==> src/rtl/ucmp8_tree.sv <==
// Unsigned magnitude comparator built as a log-depth tree of compare cells.
// Combinational lt/eq/gt feed same-cycle consumers; a registered copy
// (lt_q/eq_q/gt_q) serves pipelined consumers and is cleared by reset.
module ucmp8_tree #(
    parameter int NBITS = 8
) (
    input  logic             clk,
    input  logic             reset,
    input  logic [NBITS-1:0] in0,
    input  logic [NBITS-1:0] in1,
    output logic             lt,
    output logic             eq,
    output logic             gt,
    output logic             lt_q,
    output logic             eq_q,
    output logic             gt_q
);

    // Tree is built over a power-of-two number of leaves; bits at or above
    // NBITS are padding and behave as equal zero MSBs (g=l=0).
    localparam int LOG = (NBITS > 1) ? $clog2(NBITS) : 0;
    localparam int P   = 1 << LOG;

    genvar lvl, k;
    generate
        for (lvl = 0; lvl <= LOG; lvl++) begin : g_lvl
            localparam int N = P >> lvl;
            logic [N-1:0] g;
            logic [N-1:0] l;
            for (k = 0; k < N; k++) begin : g_node
                if (lvl == 0) begin : g_leaf
                    if (k < NBITS) begin : g_real
                        assign g[k] = in0[k] & ~in1[k];
                        assign l[k] = ~in0[k] & in1[k];
                    end else begin : g_pad
                        assign g[k] = 1'b0;
                        assign l[k] = 1'b0;
                    end
                end else begin : g_merge
                    // Higher-order child decides unless it reports equal.
                    assign g[k] = g_lvl[lvl-1].g[2*k+1]
                                | (~g_lvl[lvl-1].l[2*k+1] & g_lvl[lvl-1].g[2*k]);
                    assign l[k] = g_lvl[lvl-1].l[2*k+1]
                                | (~g_lvl[lvl-1].g[2*k+1] & g_lvl[lvl-1].l[2*k]);
                end
            end
        end
    endgenerate

    assign gt = g_lvl[LOG].g[0];
    assign lt = g_lvl[LOG].l[0];
    assign eq = ~(g_lvl[LOG].g[0] | g_lvl[LOG].l[0]);

    // Registered copy of the flags; asynchronous reset clears all three.
    always_ff @(posedge clk or posedge reset) begin
        if (reset) begin
            lt_q <= 1'b0;
            eq_q <= 1'b0;
            gt_q <= 1'b0;
        end else begin
            lt_q <= lt;
            eq_q <= eq;
            gt_q <= gt;
        end
    end

endmodule

==> config.mk <==
export PLATFORM = sky130hd
export DESIGN_NAME = ucmp8_tree
export DESIGN_NICKNAME = d
export VERILOG_FILES = /design/src/rtl/ucmp8_tree.sv
export SDC_FILE = /design/constraint.sdc
export NUM_CORES = 1
export LEC_CHECK = 0
export CORE_AREA = 10 10 47 49
export CTS_BUF_LIST = sky130_fd_sc_hd__clkbuf_4 sky130_fd_sc_hd__clkbuf_8
export CTS_CLUSTER_SIZE = 14
export DETAILED_ROUTE_END_ITERATION = 12
export DIE_AREA = 0 0 57 59
export GPL_TIMING_DRIVEN = 1
export SLEW_MARGIN = 20
export SYNTH_ARGS = -nofsm -noshare
export SYNTH_HDL_FRONTEND = slang
export SYNTH_SLANG_ARGS = --single-unit
==> constraint.sdc <==
create_clock -name clk -period 2.7 [get_ports clk]
set_input_delay 0.675 -clock clk [delete_from_list [all_inputs] [get_ports clk]]
set_output_delay 0.675 -clock clk [all_outputs]
set_load 0.005 [all_outputs]
* After elaboration in Yosys (flattened, before gate mapping)
Cells that the tools add are included.
Cells by class: bitwise operators 76
Operators with widths (number):
- $not A1 Y1 | 31
- $and A1 B1 Y1 | 30
- $or A1 B1 Y1 | 15
Storage, ports and cells: register bits 3, bits of input ports 18, output and inout port bits 6, logic and storage cells 79

* Longest topological paths before layout
word-level depth 13, gate-level depth with buffers 5, gate-level depth less buffers 5

* Worst setup path before layout
OpenSTA, ideal clock, no wires.
path kind input to output, from input port in1[4], to output port gt, arrival 1.811 ns, required time 2.025 ns, slack 0.214 ns, stages 5, path buffers 0, cell sequence nand2b_1 maj3_2 maj3_2 maj3_2 nand2_1
On the way: word-level cells in the longest chain between the ends 8, elaborated cells between the ends (all ways) 14, those cells by class 14 x bitwise
RTL lines:
- from (decl) | line 10 | input logic [NBITS-1:0] in1,
- $and A1 B1 Y1 | line 34 | assign l[k] = ~in0[k] & in1[k];
- $and A1 B1 Y1 | line 44 | | (~g_lvl[lvl-1].g[2*k+1] & g_lvl[lvl-1].l[2*k]);
- $or A1 B1 Y1 | line 44
- $and A1 B1 Y1 | line 44
- $or A1 B1 Y1 | line 44
- $not A1 Y1 | line 42 | | (~g_lvl[lvl-1].l[2*k+1] & g_lvl[lvl-1].g[2*k]);
- $and A1 B1 Y1 | line 42
- $or A1 B1 Y1 (*) | line 42
- to (decl) | line 13 | output logic gt,
Every way passes the cells marked *; elsewhere a longest branch is shown, timed or not.

* Worst setup path in the final report
from input port in0[4], to output port lt
On the way: word-level cells in the longest chain between the ends 8, elaborated cells between the ends (all ways) 14, those cells by class 14 x bitwise
RTL lines:
- from (decl) | line 9 | input logic [NBITS-1:0] in0,
- $and A1 B1 Y1 | line 33 | assign g[k] = in0[k] & ~in1[k];
- $and A1 B1 Y1 | line 42
- $or A1 B1 Y1 | line 42
- $and A1 B1 Y1 | line 42
- $or A1 B1 Y1 | line 42
- $not A1 Y1 | line 44
- $and A1 B1 Y1 | line 44
- $or A1 B1 Y1 (*) | line 44
- to (decl) | line 11 | output logic lt,
Marks and branches as above.

==> impl_results.md <==
* Outcome: finished with violations
* Failing checks: setup timing
* Final Net Count at 109
* Yosys top cell area share at 21.1%
* Final HPWL DP at 1040 um
* Sequential area share after synthesis at 21.1%
* Number of hold violations in the final report at 0
* DRT antenna net count at 0
* Start point of the critical path: in0[4]
* Cell types with the largest area share after synthesis: sky130_fd_sc_hd__dfrtp_1 21%, sky130_fd_sc_hd__maj3_2 19%, sky130_fd_sc_hd__inv_1 12%
* Family of cells with the greatest summed delay on the critical path: adder cells
* Sum of overflow across all layers after global routing at 0
* Element type at the critical path end: output pin
* Library cell used as clock root buffer: sky130_fd_sc_hd__clkbuf_4
* Worst setup slack after layout at -0.00582 ns
* Normalized max-slew margin at 76.5%
* Number of port buffers at 23
* Largest fanout on the critical path at 2
* Area of the mapped netlist at 357 um2
* Buf/Inv on CP at 2
* Post-layout min period at 2.71 ns
* Count of final max-slew check failures at 0
* Starting DRT DRC Count at 7
* Initial standard-cell utilization of the core at 25.4%
* Post-route fraction of the period consumed by the critical path at 100%
* GRT Overall Usage at 7.81%
* Number of antenna diodes at 0
* Cell Area, Placed at 704 um2
* Leak pwr at 0.448 nW
* Vias per Instance at 4.67
* Clock network fraction of total power at 33.4%
* Dominant cell type by count on the critical path: sky130_fd_sc_hd__maj3_2
* Internal power component at 0.000191 W
* Via count of the first global-routing pass at 530
* Combinational Power Share at 47.4%
* Switching power at 0.0000712 W
* Chain of cells forming the critical path: buf_8, nand2b_4, maj3_2, maj3_2, maj3_2, nand2_2, buf_6
* Number of antenna violations at the first check in global routing at 0
* Worst Setup Slack post-DPL at -0.758 ns
* Synth unique cells at 19
* Maximum cell stage delay along the critical path at 0.33 ns
* First-pass GRT wire length at 2150 um
* Number of top-level pins at 24
* Crit path depth at 7
* GP Congestion at 0.760
* Critical Path AT at 2.03 ns
* Core ar. at 1400 um2
* Power per unit of standard cell area at 311 nW/um2
* X dimension of the die at 57 um
* Drt pass-1 iters at 2
* Unrepaired setup endpoints after global routing: yes
* H-tree lvl count at 1
* Sequential power share at 19.2%
* Max-cap violation count at 0
* Pin count of the biggest net entering global routing at 5
* Routed length per instance at 12.9 um
* DIE AREA at 3360 um2
* Worst min-delay path class: in2async
* DRC violation count after routing at 0
* Placed cell count at 99
* Non-filler cells, final at 106
* Largest vdd supply drop at 0.128 mV
* Total number of vias at 495
* Fillcell total at 139
* Clk pin slew, worst setup/hold paths at 0.04 ns
* # setup viols final at 1
* Switching part of the total at 27.1%
* Number of buffers created by CTS at 3
* Sink Count at 3
* Die Span Y at 59 um
* Slew at the pin with the worst max-slew slack at 0.351 ns
* Signed area change from the synthesized netlist to the final layout at 137%
* Yosys reg bits at 3
* Clock tree from TritonCTS: done
* Number of placement rows at 14
* Number of nets in the synthesized netlist at 65
* Critical-path top delay cell: sky130_fd_sc_hd__maj3_2
* Design Power at 0.000262 W
* Achievable frequency at 370 MHz
* Cell count after synthesis at 47
* Cell type with the highest aggregate area in the netlist: sky130_fd_sc_hd__dfrtp_1
* Final std cell area, no fill at 845 um2
* Type of origin of the critical path: input pin
* Maximum clock path buffer count at 2
* Average instance area after synthesis at 7.59 um2
* Synth Warn # at 0
* Total routed wirelength at 1370 um
* Proportion of layout cells with a drive suffix above 1 at 54.4%
* Required time of the critical path at 2.03 ns
* Crit Path Category: in2out
[registers in the layout, indices dropped and copies added (netlist names)]
name  cells
eq_q      1
gt_q      1
lt_q      1
[kinds of logic after synthesis]
group | after synthesis | share of synthesized area [%]
XOR/XNOR | 3 | 7.37
flip-flops | 3 | 21.1
AND/OR/NAND/NOR | 14 | 20.7
AO/OA/AOI/OAI | 10 | 20.4
adder cells (fa/ha/maj) | 6 | 18.9
buffers and inverters | 11 | 11.6
[cell type report]
| class | count | area [um2] | area share (%) |
|---|---|---|---|
| timing repair buffer | 39 | 359 | 42.5 |
| multi-input combinational | 33 | 319 | 37.8 |
| sequential | 3 | 75.1 | 8.89 |
| inverter | 11 | 41.3 | 4.89 |
| clock buffer | 4 | 30.0 | 3.56 |
| tap | 16 | 20.0 | 2.37 |
[per-stage QoR]
| stage | setup TNS, ns | hold WS [ns] | utilization (%) |
|---|---|---|---|
| global route | -0.0814 | 0.628 | 60.3 |
| detailed placement | -2.14 | 0.858 | 50.3 |
| finish | -0.00582 | 0.612 | 60.3 |
| floorplan | 0 | 0.429 | - |
| CTS | 0 | 0.610 | 55.1 |
| global placement | -2.08 | 0.853 | 50.3 |
[power by group through the flow]
stage	Sequential, W	Combinational (W)	Clock [W]
after global placement	0.0000505	0.000101	0
after detailed placement	0.0000510	0.000103	0
after floorplan	0.0000513	0.0000344	0
after global routing	0.0000508	0.000136	0.0000960
after CTS	0.0000504	0.000111	0.0000917
final	0.0000504	0.000124	0.0000875
[worst paths after layout]
| path | endpoint |
|---|---|
| max | lt |
| min in group clk | lt_q |
| min | eq_q |
| max in group asynchronous | lt_q |
[layout by cell type (no fill, tap or decap), types with 2 or more instances in the layout]
| cell type | n |
|---|---|
| sky130_fd_sc_hd__maj3_2 | 6 |
| sky130_fd_sc_hd__clkdlybuf4s50_1 | 8 |
| sky130_fd_sc_hd__buf_4 | 15 |
| sky130_fd_sc_hd__buf_2 | 2 |
| sky130_fd_sc_hd__nor2b_4 | 2 |
| sky130_fd_sc_hd__dlymetal6s2s_1 | 4 |
| sky130_fd_sc_hd__o41ai_2 | 2 |
| sky130_fd_sc_hd__clkbuf_4 | 4 |
| sky130_fd_sc_hd__inv_1 | 10 |
| sky130_fd_sc_hd__buf_8 | 2 |
| sky130_fd_sc_hd__dlygate4sd2_1 | 4 |
| sky130_fd_sc_hd__xnor2_1 | 2 |
| sky130_fd_sc_hd__clkbuf_2 | 2 |
| sky130_fd_sc_hd__nand2_2 | 2 |
| sky130_fd_sc_hd__nand2_1 | 3 |
| sky130_fd_sc_hd__nand2b_4 | 2 |
| sky130_fd_sc_hd__dfrtp_1 | 3 |
[synthesized netlist by cell type]
cell type and instances:
sky130_fd_sc_hd__nor4_1 1, sky130_fd_sc_hd__a2111oi_0 1, sky130_fd_sc_hd__xor2_1 1, sky130_fd_sc_hd__o221ai_1 2, sky130_fd_sc_hd__nand4_1 1, sky130_fd_sc_hd__inv_1 11
sky130_fd_sc_hd__dfrtp_1 3, sky130_fd_sc_hd__a21oi_1 1, sky130_fd_sc_hd__o21ai_0 2, sky130_fd_sc_hd__xnor2_1 2, sky130_fd_sc_hd__nor2_1 1, sky130_fd_sc_hd__nor2b_1 3
sky130_fd_sc_hd__nand2b_1 2, sky130_fd_sc_hd__a21boi_0 1, sky130_fd_sc_hd__and3_2 1, sky130_fd_sc_hd__a31oi_1 1, sky130_fd_sc_hd__nand2_1 5, sky130_fd_sc_hd__o41ai_1 2
sky130_fd_sc_hd__maj3_2 6
[metal layers]
metal | routed length (um) | track usage [%] | vias up
met3 | 107 | 3.43 | 4
li1 | - | - | 251
met2 | 713 | 14.6 | 20
met1 | 512 | 6.97 | 220
met4 | 36 | 4.03 | 0
met5 | 0 | 0 | -
[what timing repair did]
| item | CTS | global route |
|---|---|---|
| resized for setup | 41 | 20 |
| pin swaps | 9 | 8 |
| buffers inserted | 2 | 1 |
| setup endpoints to repair | 3 | 3 |
| hold buffers | 0 | 0 |
No activity file was read; power rests on OpenSTA's default activity.
